File: src/rtl/mac_tx_sched.sv
`default_nettype none
// ============================================================================
// Module   : mac_tx_sched
// Purpose  : Round-robin transmit scheduler between UDP and ARP builders and mac_send.
// Revision : 1.0 - initial release
// ============================================================================
module mac_tx_sched #(
    parameter int FRAME_FIXED = 28,
    parameter int IFG_CYCLES  = 12,
    parameter int MAX_LEN     = 1500
) (
    input  logic        gmii_clk,
    input  logic        rst,
    input  logic        req0,
    input  logic        req1,
    input  logic [10:0] len0,
    input  logic [10:0] len1,
    input  logic [15:0] type0,
    input  logic [15:0] type1,
    input  logic [47:0] dmac0,
    input  logic [47:0] dmac1,
    input  logic [47:0] cfg_src_mac,
    output logic        gnt0,
    output logic        gnt1,
    output logic        drop,
    output logic        tx_go,
    output logic [10:0] pyd_length,
    output logic [47:0] des_mac,
    output logic [47:0] src_mac,
    output logic [15:0] type_length,
    output logic        fifo_sel,
    output logic        busy
);

    localparam logic [2:0] S_IDLE   = 3'd0;
    localparam logic [2:0] S_LAUNCH = 3'd1;
    localparam logic [2:0] S_DROP   = 3'd2;
    localparam logic [2:0] S_SEND   = 3'd3;
    localparam logic [2:0] S_GAP    = 3'd4;

    localparam logic [11:0] c_FRAME_FIXED = 12'(FRAME_FIXED);
    localparam logic [11:0] c_IFG_LOAD    = 12'(IFG_CYCLES) - 12'd1;
    localparam logic [10:0] c_MAX_LEN     = 11'(MAX_LEN);

    logic [2:0]  state_q, state_d;
    logic [11:0] cnt_q, cnt_d;
    logic        last_q, last_d;
    logic        gnt0_q, gnt0_d, gnt1_q, gnt1_d;
    logic        drop_q, drop_d, tx_go_q, tx_go_d, busy_q, busy_d;
    logic        fifo_sel_q, fifo_sel_d;
    logic [10:0] pyd_length_q, pyd_length_d;
    logic [47:0] des_mac_q, des_mac_d, src_mac_q, src_mac_d;
    logic [15:0] type_length_q, type_length_d;

    logic        w_any;
    logic        w_pick;
    logic [10:0] w_len;
    logic        w_len_ok;

    // Under contention the requester that was not granted last time wins.
    assign w_any    = req0 | req1;
    assign w_pick   = (req0 & req1) ? ~last_q : req1;
    assign w_len    = w_pick ? len1 : len0;
    assign w_len_ok = (w_len != 11'd0) && (w_len <= c_MAX_LEN);

    always_ff @(posedge gmii_clk or posedge rst) begin
        if (rst) begin
            state_q       <= S_IDLE;
            cnt_q         <= 12'd0;
            last_q        <= 1'b1;
            gnt0_q        <= 1'b0;
            gnt1_q        <= 1'b0;
            drop_q        <= 1'b0;
            tx_go_q       <= 1'b0;
            busy_q        <= 1'b0;
            fifo_sel_q    <= 1'b0;
            pyd_length_q  <= 11'd0;
            des_mac_q     <= 48'd0;
            src_mac_q     <= 48'd0;
            type_length_q <= 16'd0;
        end else begin
            state_q       <= state_d;
            cnt_q         <= cnt_d;
            last_q        <= last_d;
            gnt0_q        <= gnt0_d;
            gnt1_q        <= gnt1_d;
            drop_q        <= drop_d;
            tx_go_q       <= tx_go_d;
            busy_q        <= busy_d;
            fifo_sel_q    <= fifo_sel_d;
            pyd_length_q  <= pyd_length_d;
            des_mac_q     <= des_mac_d;
            src_mac_q     <= src_mac_d;
            type_length_q <= type_length_d;
        end
    end

    always_comb begin : p_next
        state_d = state_q;
        cnt_d   = cnt_q;
        case (state_q)
            S_IDLE: begin
                if (w_any) begin
                    state_d = w_len_ok ? S_LAUNCH : S_DROP;
                end
            end
            S_LAUNCH: begin
                cnt_d   = c_FRAME_FIXED + {1'b0, pyd_length_q} - 12'd1;
                state_d = S_SEND;
            end
            S_DROP: begin
                state_d = S_IDLE;
            end
            S_SEND: begin
                if (cnt_q == 12'd0) begin
                    cnt_d   = c_IFG_LOAD;
                    state_d = S_GAP;
                end else begin
                    cnt_d = cnt_q - 12'd1;
                end
            end
            S_GAP: begin
                if (cnt_q == 12'd0) begin
                    state_d = S_IDLE;
                end else begin
                    cnt_d = cnt_q - 12'd1;
                end
            end
            default: begin
                state_d = S_IDLE;
                cnt_d   = 12'd0;
            end
        endcase
    end

    // Outputs are computed one cycle ahead so every port comes straight off a flop.
    always_comb begin : p_out
        gnt0_d        = 1'b0;
        gnt1_d        = 1'b0;
        tx_go_d       = 1'b0;
        drop_d        = 1'b0;
        last_d        = last_q;
        fifo_sel_d    = fifo_sel_q;
        pyd_length_d  = pyd_length_q;
        des_mac_d     = des_mac_q;
        src_mac_d     = src_mac_q;
        type_length_d = type_length_q;
        busy_d        = (state_d != S_IDLE);
        if ((state_q == S_IDLE) && w_any) begin
            last_d  = w_pick;
            gnt0_d  = ~w_pick;
            gnt1_d  = w_pick;
            tx_go_d = w_len_ok;
            drop_d  = ~w_len_ok;
            if (w_len_ok) begin
                fifo_sel_d    = w_pick;
                pyd_length_d  = w_len;
                des_mac_d     = w_pick ? dmac1 : dmac0;
                type_length_d = w_pick ? type1 : type0;
                src_mac_d     = cfg_src_mac;
            end
        end
    end

    assign gnt0        = gnt0_q;
    assign gnt1        = gnt1_q;
    assign drop        = drop_q;
    assign tx_go       = tx_go_q;
    assign busy        = busy_q;
    assign fifo_sel    = fifo_sel_q;
    assign pyd_length  = pyd_length_q;
    assign des_mac     = des_mac_q;
    assign src_mac     = src_mac_q;
    assign type_length = type_length_q;

endmodule
`default_nettype wire

File: config.mk
export PLATFORM = sky130hd
export DESIGN_NAME = mac_tx_sched
export DESIGN_NICKNAME = d
export VERILOG_FILES = /design/src/rtl/mac_tx_sched.sv
export SDC_FILE = /design/constraint.sdc
export NUM_CORES = 1
export LEC_CHECK = 0
export ABC_AREA = 0
export CAP_MARGIN = 20
export CORE_MARGIN = 10
export CORE_UTILIZATION = 42
export DETAILED_ROUTE_END_ITERATION = 8
export PLACE_DENSITY = 0.89
export SKIP_LAST_GASP = 1
export SYNTH_ARGS = -nofsm -noshare
export SYNTH_HDL_FRONTEND = slang
export SYNTH_SLANG_ARGS = --single-unit
File: constraint.sdc
create_clock -name gmii_clk -period 5.6 [get_ports gmii_clk]
set_clock_uncertainty 0.15 [all_clocks]
set_input_delay 0.84 -clock gmii_clk [delete_from_list [all_inputs] [get_ports gmii_clk]]
set_output_delay 0.84 -clock gmii_clk [all_outputs]
set_load 0.02 [all_outputs]
==> results of run 1 <==
## stage by stage
stage | hold WS [ns] | utilization (%) | worst slack, ns | instance area, um^2
3_5_place_dp | 0.3321 | 63.40 | 1.411 | 10440
4_1_cts | 0.3459 | 67.07 | 1.853 | 11040
2_1_floorplan | 0.3415 | - | 0.7170 | 6994
3_3_place_gp | 0.3229 | 63.40 | 1.473 | 10440
6_report | 0.3375 | 67.23 | 1.852 | 11070
5_1_grt | 0.3582 | 67.23 | 1.673 | 11070
## Yosys cell counts (2+ instances only)
| library cell | number |
|---|---|
| sky130_fd_sc_hd__mux2_1 | 9 |
| sky130_fd_sc_hd__or4_1 | 2 |
| sky130_fd_sc_hd__buf_1 | 3 |
| sky130_fd_sc_hd__o2111a_1 | 2 |
| sky130_fd_sc_hd__buf_2 | 14 |
| sky130_fd_sc_hd__a21oi_1 | 87 |
| sky130_fd_sc_hd__nor3_1 | 12 |
| sky130_fd_sc_hd__or2_2 | 3 |
| sky130_fd_sc_hd__a32oi_1 | 2 |
| sky130_fd_sc_hd__mux2_2 | 40 |
| sky130_fd_sc_hd__nor2_1 | 20 |
| sky130_fd_sc_hd__o22ai_1 | 5 |
| sky130_fd_sc_hd__nor4_1 | 6 |
| sky130_fd_sc_hd__xor2_1 | 3 |
| sky130_fd_sc_hd__a21o_1 | 2 |
| sky130_fd_sc_hd__mux2i_1 | 5 |
| sky130_fd_sc_hd__clkbuf_1 | 41 |
| sky130_fd_sc_hd__o21ai_1 | 6 |
| sky130_fd_sc_hd__inv_1 | 9 |
| sky130_fd_sc_hd__nand2_1 | 164 |
| sky130_fd_sc_hd__dfrtp_1 | 144 |
| sky130_fd_sc_hd__nand3_1 | 8 |
| sky130_fd_sc_hd__o21ai_0 | 11 |
| sky130_fd_sc_hd__a31oi_1 | 4 |
| sky130_fd_sc_hd__nand2b_1 | 3 |
| sky130_fd_sc_hd__xnor2_1 | 6 |
| sky130_fd_sc_hd__ha_1 | 2 |
| sky130_fd_sc_hd__a41oi_1 | 72 |
| sky130_fd_sc_hd__o211ai_1 | 3 |
| sky130_fd_sc_hd__and2_1 | 2 |
## worst register-to-register path: stages, from the launching register on
cell and delay, ns:
sky130_fd_sc_hd__dfstp_2 0.39, sky130_fd_sc_hd__a21boi_4 0.27, sky130_fd_sc_hd__nand4b_1 0.12, sky130_fd_sc_hd__nor4_1 0.45, sky130_fd_sc_hd__o21ai_4 0.29, sky130_fd_sc_hd__nand2_2 0.48
sky130_fd_sc_hd__buf_4 0.47, sky130_fd_sc_hd__mux2_2 0.42
## sequential cells by signal, indices dropped and copies added (netlist names)
| signal | flops |
|---|---|
| src_mac | 48 |
| tx_go | 1 |
| gnt0 | 1 |
| drop | 1 |
| cnt_q | 12 |
| type_length | 16 |
| gnt1 | 1 |
| des_mac | 48 |
| last_q | 1 |
| pyd_length | 11 |
| state_q | 3 |
| busy | 1 |
| fifo_sel | 1 |
## power by group through the flow
stage / combinational [uW] / sequential, uW / clock [uW]
after floorplan: 1050 / 2430 / 0
after global placement: 2950 / 1930 / 0
after detailed placement: 3020 / 1950 / 0
after CTS: 3030 / 1940 / 1190
after global routing: 3200 / 2010 / 1240
final: 3000 / 1950 / 1160
## placed cells by master (no fill, tap or decap), types with 6 or more instances in the layout
master                            Yosys  layout
sky130_fd_sc_hd__a41oi_1             72      72
sky130_fd_sc_hd__dfrtp_1            144     144
sky130_fd_sc_hd__inv_1                9       8
sky130_fd_sc_hd__nand3_1              8       8
sky130_fd_sc_hd__a21oi_1             87      86
sky130_fd_sc_hd__nand2_1            164     163
sky130_fd_sc_hd__clkbuf_16            0      17
sky130_fd_sc_hd__nor2_1              20      20
sky130_fd_sc_hd__mux2_1               9       9
sky130_fd_sc_hd__o21ai_0             11      11
sky130_fd_sc_hd__nor3_1              12      12
sky130_fd_sc_hd__clkdlybuf4s50_1      0     330
sky130_fd_sc_hd__mux2_2              40      40
sky130_fd_sc_hd__inv_6                0       7
sky130_fd_sc_hd__xnor2_1              6       6
sky130_fd_sc_hd__buf_4                0       7
sky130_fd_sc_hd__nor4_1               6       6
## worst min path at each step
stage                start          end  slack (ns)  cells after the start
2_1_floorplan     cnt_q[6]     cnt_q[6]        0.34                      2
3_3_place_gp   src_mac[29]  src_mac[29]        0.32                      1
5_1_grt        src_mac[34]  src_mac[34]        0.36                      1
3_5_place_dp   src_mac[33]  src_mac[33]        0.33                      1
4_1_cts        src_mac[33]  src_mac[33]        0.35                      1
6_report       src_mac[33]  src_mac[33]        0.34                      1
## logic make-up (layout without fill, tap and decap cells)
group,Yosys count,after routing,synth area share [%]
simple gates,230,230,14.03
compound gates,207,207,19.98
flops,145,145,51.90
buf+inv,68,380,4.007
mux,54,54,8.605
xor+xnor,9,9,1.127
fa+ha+maj,2,2,0.3577
## final cells by class
cell class | count | area (um^2) | area share [%]
flip-flops and latches | 145 | 3630 | 32.79
repair buffers | 339 | 3403 | 30.74
multi-input cells | 502 | 3120 | 28.19
clock buffers | 17 | 425.4 | 3.843
well taps | 220 | 275.3 | 2.486
clock inverters | 15 | 177.7 | 1.605
inverters | 9 | 38.79 | 0.3504
## routing by layer
metal	wire length (um)	track usage, %	vias to the layer above
met3	2005	6.857	39
met2	12360	34.85	314
met1	9821	25.51	3343
met4	643	7.017	0
met5	0	0	-
li1	-	-	3200
==> flow_summary.html, run 1 <==
<table>
<tr><th>Metric</th><th>Value</th></tr>
<tr><th colspan="2">Logic synthesis</th></tr>
<tr><td>Syn Nets</td><td>919</td></tr>
<tr><td>Mapped Cells</td><td>715</td></tr>
<tr><td>Yosys reg bits</td><td>145</td></tr>
<tr><td>Synth area leader</td><td>sky130_fd_sc_hd__dfrtp_1</td></tr>
<tr><td>Fraction of synthesized cell area taken by the top area cell type</td><td>51.52%</td></tr>
<tr><td>Post-synth EDFFs</td><td>0</td></tr>
<tr><td>Count of cell types in the netlist</td><td>55</td></tr>
<tr><td>Fraction of the yosys area taken by sequential cells</td><td>51.90%</td></tr>
<tr><td>YS warnings</td><td>0</td></tr>
<tr><td>Average instance area after synthesis</td><td>about 9.8 um^2</td></tr>
<tr><td>Cells taking the most area after synthesis</td><td>sky130_fd_sc_hd__dfrtp_1 (52%), sky130_fd_sc_hd__a41oi_1 (9.0%), sky130_fd_sc_hd__nand2_1 (8.8%)</td></tr>
<tr><td>Dominant register cell in the synthesized netlist</td><td>sky130_fd_sc_hd__dfrtp_1</td></tr>
<tr><td>Synth Cell Area</td><td>6994 um^2</td></tr>
<tr><td>Proportion of register bits with asynchronous set or reset after synthesis</td><td>between 90% and 100%</td></tr>
<tr><th colspan="2">STA</th></tr>
<tr><td>Final TNS setup</td><td>0 ns</td></tr>
<tr><td>Pins Over Slew Limit</td><td>0</td></tr>
<tr><td>Achievable Freq</td><td>266.8 MHz</td></tr>
<tr><td>Unrepaired setup endpoints after global routing</td><td>no</td></tr>
<tr><td>Slew HR</td><td>between 40% and 50%</td></tr>
<tr><td>Total of endpoints with negative setup slack in the final report</td><td>0</td></tr>
<tr><td>Min cycle time layout</td><td>approximately 3.7 ns</td></tr>
<tr><td>Share of the cycle needed by the critical path after routing</td><td>about two thirds</td></tr>
<tr><td>Pin slew with the least headroom to its limit</td><td>between 0.8 and 0.9 ns</td></tr>
<tr><td>Final hold violations</td><td>0</td></tr>
<tr><th colspan="2">Die</th></tr>
<tr><td>Row cnt</td><td>47</td></tr>
<tr><td>DIE AREA</td><td>22210 um^2</td></tr>
<tr><td>Core box area</td><td>16470 um^2</td></tr>
<tr><td>Die Span Y</td><td>149.0 um</td></tr>
<tr><td>Initial cell density of the core</td><td>42.48%</td></tr>
<tr><td>Die width</td><td>149.0 um</td></tr>
<tr><td>Io pins</td><td>331</td></tr>
<tr><th colspan="2">Power and ir drop</th></tr>
<tr><td>Reported leakage power</td><td>0.004500 uW</td></tr>
<tr><td>Fraction of power spent switching nets</td><td>a little under 40%</td></tr>
<tr><td>Total Power</td><td>6113 uW</td></tr>
<tr><td>Part of the total power dissipated in combinational logic</td><td>49.1%</td></tr>
<tr><td>Internal Power</td><td>around 3700 uW</td></tr>
<tr><td>Power Density</td><td>552.2 nW/um^2</td></tr>
<tr><td>Share of total power in sequential cells</td><td>31.9%</td></tr>
<tr><td>Portion of total power attributed to the clock network</td><td>19.0%</td></tr>
<tr><td>Sw power</td><td>2380 uW</td></tr>
<tr><td>Worst ir drop on vdd</td><td>0.2763 mV</td></tr>
<tr><th colspan="2">Global route</th></tr>
<tr><td>Global-route wire length before repair</td><td>37580 um</td></tr>
<tr><td>Congestion Overflow GR</td><td>0</td></tr>
<tr><td>Total Routing Usage GR</td><td>a little over a fifth</td></tr>
<tr><td>Pin count of the biggest net entering global routing</td><td>148</td></tr>
<tr><td>Number of global-route vias before repair</td><td>6850</td></tr>
<tr><td>Number of antenna violations at the first check in global routing</td><td>0</td></tr>
<tr><th colspan="2">Worst setup path</th></tr>
<tr><td>Startpoint of the worst register-to-register path</td><td>last_q</td></tr>
<tr><td>Worst setup path class</td><td>primary input to register</td></tr>
<tr><td>Biggest fanout along the worst timing path</td><td>32</td></tr>
<tr><td>Worst endpoint required time</td><td>5.73 ns</td></tr>
<tr><td>RR Endpoint</td><td>src_mac[9]</td></tr>
<tr><td>Crit path depth</td><td>8</td></tr>
<tr><td>Data arrival, critical path</td><td>3.88 ns</td></tr>
<tr><td>List of cells traversed by the critical path</td><td>clkdlybuf4s50_1, a21boi_4, nand4b_1, nor4_1, o21ai_4, nand2_2, buf_4, mux2_2</td></tr>
<tr><td>Number of buffers and inverters on the critical path</td><td>2</td></tr>
<tr><td>Depth of the worst register-to-register path</td><td>7</td></tr>
<tr><td>Critical Path Start</td><td>req1</td></tr>
<tr><td>Crit path launch type</td><td>primary input</td></tr>
<tr><td>Peak per-stage delay on the critical path</td><td>about 0.49 ns</td></tr>
<tr><td>Master of the slowest instance on the critical path</td><td>sky130_fd_sc_hd__clkdlybuf4s50_1</td></tr>
<tr><td>Kind of cell with the highest combined delay on the critical path</td><td>simple AND/OR/NAND/NOR gates</td></tr>
<tr><td>Critical path endpoint category</td><td>register</td></tr>
<tr><td>Worst-case register-to-register setup slack</td><td>~2.4 ns</td></tr>
<tr><td>Capture point of the critical path</td><td>src_mac[9]</td></tr>
<tr><th colspan="2">Outcome</th></tr>
<tr><td>Result of the run</td><td>completed</td></tr>
<tr><th colspan="2">Route</th></tr>
<tr><td>Drt pass-1 iters</td><td>5</td></tr>
<tr><td>Vias after detailed routing</td><td>6896</td></tr>
<tr><td>Residual DRC count</td><td>0</td></tr>
<tr><td>Post-route antenna net violation count</td><td>0</td></tr>
<tr><td>First-iteration detailed-routing DRC count</td><td>approximately 630</td></tr>
<tr><td>Via density per instance</td><td>5.530</td></tr>
<tr><td>Wire length per cell after detailed routing</td><td>19.91 um</td></tr>
<tr><td>Routed Wire Length</td><td>24830 um</td></tr>
<tr><th colspan="2">Clock tree</th></tr>
<tr><td>Post-CTS sizing</td><td>0</td></tr>
<tr><td>Clock slew at the register clock pins of the worst setup and hold paths</td><td>0.06 ns</td></tr>
<tr><td>TritonCTS clock tree</td><td>done</td></tr>
<tr><td>Hold-fix buffers, CTS</td><td>0</td></tr>
<tr><td>Count of buffers added by post-CTS timing repair for setup</td><td>0</td></tr>
<tr><td>CTS sink count</td><td>between 100 and 150</td></tr>
<tr><td>Clock network latency to the later pin of the worst-skew pair</td><td>approximately 0.42 ns</td></tr>
<tr><td>Number of clock buffers inserted by TritonCTS</td><td>17</td></tr>
<tr><td>Root buffer cell</td><td>sky130_fd_sc_hd__clkbuf_16</td></tr>
<tr><td>Count of H-tree levels built during CTS</td><td>4</td></tr>
<tr><td>Clock Path Buffers</td><td>2</td></tr>
<tr><th colspan="2">Placed design</th></tr>
<tr><td>HPWL Detailed</td><td>around 18000 um</td></tr>
<tr><td>Port buffer count</td><td>330</td></tr>
<tr><td>Weighted congestion reported at the end of routability-driven placement</td><td>0.9520</td></tr>
<tr><td>Placed Cells incl. Taps</td><td>around 1.2k</td></tr>
<tr><th colspan="2">Cells and area</th></tr>
<tr><td>Share of layout cells above drive strength 1</td><td>9.348%</td></tr>
<tr><td>Final Instance Count excl. Fillers</td><td>1247</td></tr>
<tr><td>Total Nets Final</td><td>1218</td></tr>
<tr><td>Antenna diodes</td><td>0</td></tr>
<tr><td>Number of filler cells placed in the layout</td><td>1269</td></tr>
<tr><td>Synthesis-to-layout area growth</td><td>58.28%</td></tr>
<tr><th colspan="2">Min path</th></tr>
<tr><td>Hold/Removal Path Class</td><td>register to register</td></tr>
<tr><th colspan="2">Run</th></tr>
<tr><td>Count of max-cap constraint violations</td><td>0</td></tr>
</table>
(Power assumes the default switching activity.)
==> run 2: changes to the inputs <==
--- a/config.mk
+++ b/config.mk
@@ -8,9 +8,9 @@
 export ABC_AREA = 0
 export CAP_MARGIN = 20
 export CORE_MARGIN = 10
-export CORE_UTILIZATION = 42
+export CORE_UTILIZATION = 38
 export DETAILED_ROUTE_END_ITERATION = 8
-export PLACE_DENSITY = 0.89
+export PLACE_DENSITY = 0.85
 export SKIP_LAST_GASP = 1
 export SYNTH_ARGS = -nofsm -noshare
 export SYNTH_HDL_FRONTEND = slang
==> constraint.sdc (replaced) <==
create_clock -name gmii_clk -period 3.1 [get_ports gmii_clk]
set_clock_uncertainty 0.15 [all_clocks]
set_input_delay 0.465 -clock gmii_clk [delete_from_list [all_inputs] [get_ports gmii_clk]]
set_output_delay 0.465 -clock gmii_clk [all_outputs]
set_load 0.02 [all_outputs]
==> run 2 against run 1 <==
  * Critical path depth stayed put
  * Count of clock-buffer cells in the layout is 1 higher
  * Total power is 82% higher
  * Via count is 0.44% higher
  * Largest cell class unchanged
==> flow_summary.html, run 2 (synthesis results as in run 1) <==
<table>
<tr><th>Metric</th><th>Value</th></tr>
<tr><th colspan="2">Worst setup path</th></tr>
<tr><td>Capture point of the critical path</td><td>cnt_q[6]</td></tr>
<tr><td>Worst setup path class</td><td>register to register</td></tr>
<tr><td>RR Endpoint</td><td>cnt_q[6]</td></tr>
<tr><td>Worst endpoint required time</td><td>3.27 ns (-2.46 ns)</td></tr>
<tr><td>Biggest fanout along the worst timing path</td><td>11 (-66%)</td></tr>
<tr><td>Worst-case register-to-register setup slack</td><td>0.37 ns (-2.05 ns)</td></tr>
<tr><td>Startpoint of the worst register-to-register path</td><td>cnt_q[0]</td></tr>
<tr><td>List of cells traversed by the critical path</td><td>inv_1, ha_1, or4b_4, or4_4, o21ai_2, and2b_2, o21ai_0, o211ai_1</td></tr>
<tr><td>Crit path launch type</td><td>register</td></tr>
<tr><td>Master of the slowest instance on the critical path</td><td>sky130_fd_sc_hd__or4_4</td></tr>
<tr><td>Critical path endpoint category</td><td>register</td></tr>
<tr><td>Critical Path Start</td><td>cnt_q[0]</td></tr>
<tr><td>Depth of the worst register-to-register path</td><td>8 (+1)</td></tr>
<tr><td>Peak per-stage delay on the critical path</td><td>0.61 ns (+0.12 ns)</td></tr>
<tr><td>Data arrival, critical path</td><td>2.90 ns (-0.98 ns)</td></tr>
<tr><th colspan="2">Clock tree</th></tr>
<tr><td>Root buffer cell</td><td>sky130_fd_sc_hd__clkbuf_16</td></tr>
<tr><td>Clock slew at the register clock pins of the worst setup and hold paths</td><td>0.06 ns (about the same)</td></tr>
<tr><td>Clock Path Buffers</td><td>2 (unchanged)</td></tr>
<tr><td>Count of H-tree levels built during CTS</td><td>4 (unchanged)</td></tr>
<tr><td>Count of buffers added by post-CTS timing repair for setup</td><td>0 (unchanged)</td></tr>
<tr><td>Post-CTS sizing</td><td>0 (unchanged)</td></tr>
<tr><td>CTS sink count</td><td>145 (unchanged)</td></tr>
<tr><td>Clock network latency to the later pin of the worst-skew pair</td><td>0.41 ns (about the same)</td></tr>
<tr><td>Hold-fix buffers, CTS</td><td>0 (unchanged)</td></tr>
<tr><td>TritonCTS clock tree</td><td>done</td></tr>
<tr><td>Number of clock buffers inserted by TritonCTS</td><td>17 (unchanged)</td></tr>
<tr><th colspan="2">Placed design</th></tr>
<tr><td>Placed Cells incl. Taps</td><td>1237 (+1.9%)</td></tr>
<tr><td>HPWL Detailed</td><td>19320 um (+5.3%)</td></tr>
<tr><td>Weighted congestion reported at the end of routability-driven placement</td><td>0.9254 (-2.8%)</td></tr>
<tr><td>Worst setup slack after placement</td><td>0.1472 ns (-1.263 ns)</td></tr>
<tr><td>Standard cell area after detailed placement</td><td>10670 um^2 (+2.2%)</td></tr>
<tr><td>Port buffer count</td><td>330 (unchanged)</td></tr>
<tr><th colspan="2">Route</th></tr>
<tr><td>First-iteration detailed-routing DRC count</td><td>624 (-0.32%)</td></tr>
<tr><td>Routed Wire Length</td><td>25610 um (+3.1%)</td></tr>
<tr><td>Vias after detailed routing</td><td>6926 (+0.44%)</td></tr>
<tr><td>Drt pass-1 iters</td><td>5 (unchanged)</td></tr>
<tr><td>Post-route antenna net violation count</td><td>0 (unchanged)</td></tr>
<tr><td>Highest routing layer actually used</td><td>met4</td></tr>
<tr><td>Detailed-routed wire length on met3</td><td>1815 um (-9.5%)</td></tr>
<tr><td>Via density per instance</td><td>5.458 (-1.3%)</td></tr>
<tr><td>Routed met2 length</td><td>13240 um (+7.2%)</td></tr>
<tr><td>Met1 layer wirelength in the final routing</td><td>10030 um (+2.1%)</td></tr>
<tr><td>Wire length per cell after detailed routing</td><td>20.18 um (+1.4%)</td></tr>
<tr><td>Residual DRC count</td><td>0 (unchanged)</td></tr>
<tr><th colspan="2">STA</th></tr>
<tr><td>Achievable Freq</td><td>366.0 MHz</td></tr>
<tr><td>Share of the cycle needed by the critical path after routing</td><td>88.14%</td></tr>
<tr><td>Final hold violations</td><td>0 (unchanged)</td></tr>
<tr><td>Slew HR</td><td>45.87% (+0.073 points)</td></tr>
<tr><td>Min cycle time layout</td><td>2.732 ns</td></tr>
<tr><td>Unrepaired setup endpoints after global routing</td><td>no</td></tr>
<tr><td>Worst path setup slack after routing</td><td>0.3676 ns (-1.484 ns)</td></tr>
<tr><td>Pins Over Slew Limit</td><td>0 (unchanged)</td></tr>
<tr><td>Final TNS setup</td><td>0 ns (unchanged)</td></tr>
<tr><td>Total of endpoints with negative setup slack in the final report</td><td>0 (unchanged)</td></tr>
<tr><td>Pin slew with the least headroom to its limit</td><td>0.8120 ns (-0.001090 ns)</td></tr>
<tr><th colspan="2">Die</th></tr>
<tr><td>Core box area</td><td>18020 um^2 (+9.5%)</td></tr>
<tr><td>Initial cell density of the core</td><td>38.80% (-3.7 points)</td></tr>
<tr><td>Die width</td><td>155.7 um (+4.4%)</td></tr>
<tr><td>Io pins</td><td>331 (unchanged)</td></tr>
<tr><td>Die Span Y</td><td>155.7 um (+4.4%)</td></tr>
<tr><td>DIE AREA</td><td>24230 um^2 (+9.1%)</td></tr>
<tr><td>Row cnt</td><td>49 (+4.3%)</td></tr>
<tr><th colspan="2">Cells and area</th></tr>
<tr><td>Final cell area excluding filler cells</td><td>11280 um^2 (+1.9%)</td></tr>
<tr><td>Number of filler cells placed in the layout</td><td>1455 (+15%)</td></tr>
<tr><td>Share of layout cells above drive strength 1</td><td>10.48% (+1.1 points)</td></tr>
<tr><td>Final core utilization</td><td>62.56% (-4.7 points)</td></tr>
<tr><td>Final Instance Count excl. Fillers</td><td>1269 (+1.8%)</td></tr>
<tr><td>Commonest cells after routing, fill and taps aside</td><td>sky130_fd_sc_hd__clkdlybuf4s50_1 (330), sky130_fd_sc_hd__nand2_1 (163), sky130_fd_sc_hd__dfrtp_1 (144)</td></tr>
<tr><td>Antenna diodes</td><td>0 (unchanged)</td></tr>
<tr><td>Most frequent standard cell in the layout excluding fill and tap cells</td><td>sky130_fd_sc_hd__clkdlybuf4s50_1</td></tr>
<tr><td>Synthesis-to-layout area growth</td><td>61.23%</td></tr>
<tr><td>Total Nets Final</td><td>1231 (+1.1%)</td></tr>
<tr><th colspan="2">Global route</th></tr>
<tr><td>Total Routing Usage GR</td><td>20.03% (-1.1 points)</td></tr>
<tr><td>Pin count of the biggest net entering global routing</td><td>74 (-50%)</td></tr>
<tr><td>Number of antenna violations at the first check in global routing</td><td>0 (unchanged)</td></tr>
<tr><td>Congestion Overflow GR</td><td>0 (unchanged)</td></tr>
<tr><td>Number of global-route vias before repair</td><td>7083 (+3.4%)</td></tr>
<tr><td>Global-route wire length before repair</td><td>38900 um (+3.5%)</td></tr>
<tr><th colspan="2">Power and ir drop</th></tr>
<tr><td>Power Density</td><td>987.5 nW/um^2 (+79%)</td></tr>
<tr><td>Reported leakage power</td><td>0.004590 uW (+2.0%)</td></tr>
<tr><td>Portion of total power attributed to the clock network</td><td>19.0% (about the same)</td></tr>
<tr><td>Part of the total power dissipated in combinational logic</td><td>49.8% (+0.7 points)</td></tr>
<tr><td>Worst ir drop on vdd</td><td>0.6490 mV (+130%)</td></tr>
<tr><td>Sw power</td><td>4368 uW (+84%)</td></tr>
<tr><td>Internal Power</td><td>6768 uW (+81%)</td></tr>
<tr><td>Fraction of power spent switching nets</td><td>39.23% (+0.29 points)</td></tr>
<tr><td>Share of total power in sequential cells</td><td>31.2% (-0.7 points)</td></tr>
<tr><th colspan="2">Run</th></tr>
<tr><td>Count of max-cap constraint violations</td><td>0 (unchanged)</td></tr>
<tr><th colspan="2">Min path</th></tr>
<tr><td>Hold/Removal Path Class</td><td>primary input to asynchronous set/reset pin</td></tr>
<tr><th colspan="2">Outcome</th></tr>
<tr><td>Result of the run</td><td>completed</td></tr>
</table>
## run 2: cell count changes in the layout (fill, tap and decap cells not counted), sizes merged
cell      change
clkinvlp      +1
inv           -1
clkbuf        +1
buf          +13
bufinv        -1
## run 2: worst min-delay path by stage
stage / endpoint / slack, ns / depth (start not counted)
after floorplan: cnt_q[6] / 0.34 / 2
after CTS: pyd_length[4] / 0.28 / 2
after global placement: src_mac[27] / 0.32 / 1
after global routing: des_mac[43] / 0.28 / 2
final: des_mac[43] / 0.29 / 2
after detailed placement: src_mac[31] / 0.33 / 1
## run 2: per-stage QoR
| stage | hold WS, ns | power [uW] |
|---|---|---|
| 2_1_floorplan | 0.3415 | 6300 |
| 3_3_place_gp | 0.3249 | 8892 |
| 3_5_place_dp | 0.3328 | 9056 |
| 4_1_cts | 0.2828 | 11230 |
| 5_1_grt | 0.2844 | 11770 |
| 6_report | 0.2905 | 11140 |
## run 2: cell type report
| class | instances | area (um^2) | area share [%] |
|---|---|---|---|
| clock buffer | 18 | 439.2 | 3.894 |
| clock inverter | 14 | 170.2 | 1.509 |
| inverter | 9 | 37.54 | 0.3329 |
| multi-input combinational | 502 | 3120 | 27.67 |
| sequential | 145 | 3630 | 32.19 |
| tap | 229 | 286.5 | 2.541 |
| timing repair buffer | 352 | 3593 | 31.87 |
## run 2: power groups by stage
| stage | combinational (uW) | sequential [uW] | clock [uW] |
|---|---|---|---|
| floorplan | 1910 | 4390 | 0 |
| global placement | 5450 | 3440 | 0 |
| detailed placement | 5570 | 3480 | 0 |
| CTS | 5600 | 3470 | 2160 |
| global route | 5930 | 3590 | 2250 |
| finish | 5540 | 3480 | 2110 |
## run 2: critical path: cells and delay by family (launching register included)
kind                     cells  cell delay (ns)
flip-flops                   1             0.39
AND/OR/NAND/NOR              3             1.39
AO/OA/AOI/OAI                3             0.40
adder cells (fa/ha/maj)      1             0.22
buffers and inverters        1             0.09
## run 2: layer usage
layer | global-route usage (%) | vias to the layer above
met2 | 34.73 | 285
met5 | 0 | -
met4 | 5.838 | 0
met1 | 23.12 | 3371
li1 | - | 3238
met3 | 6.424 | 32
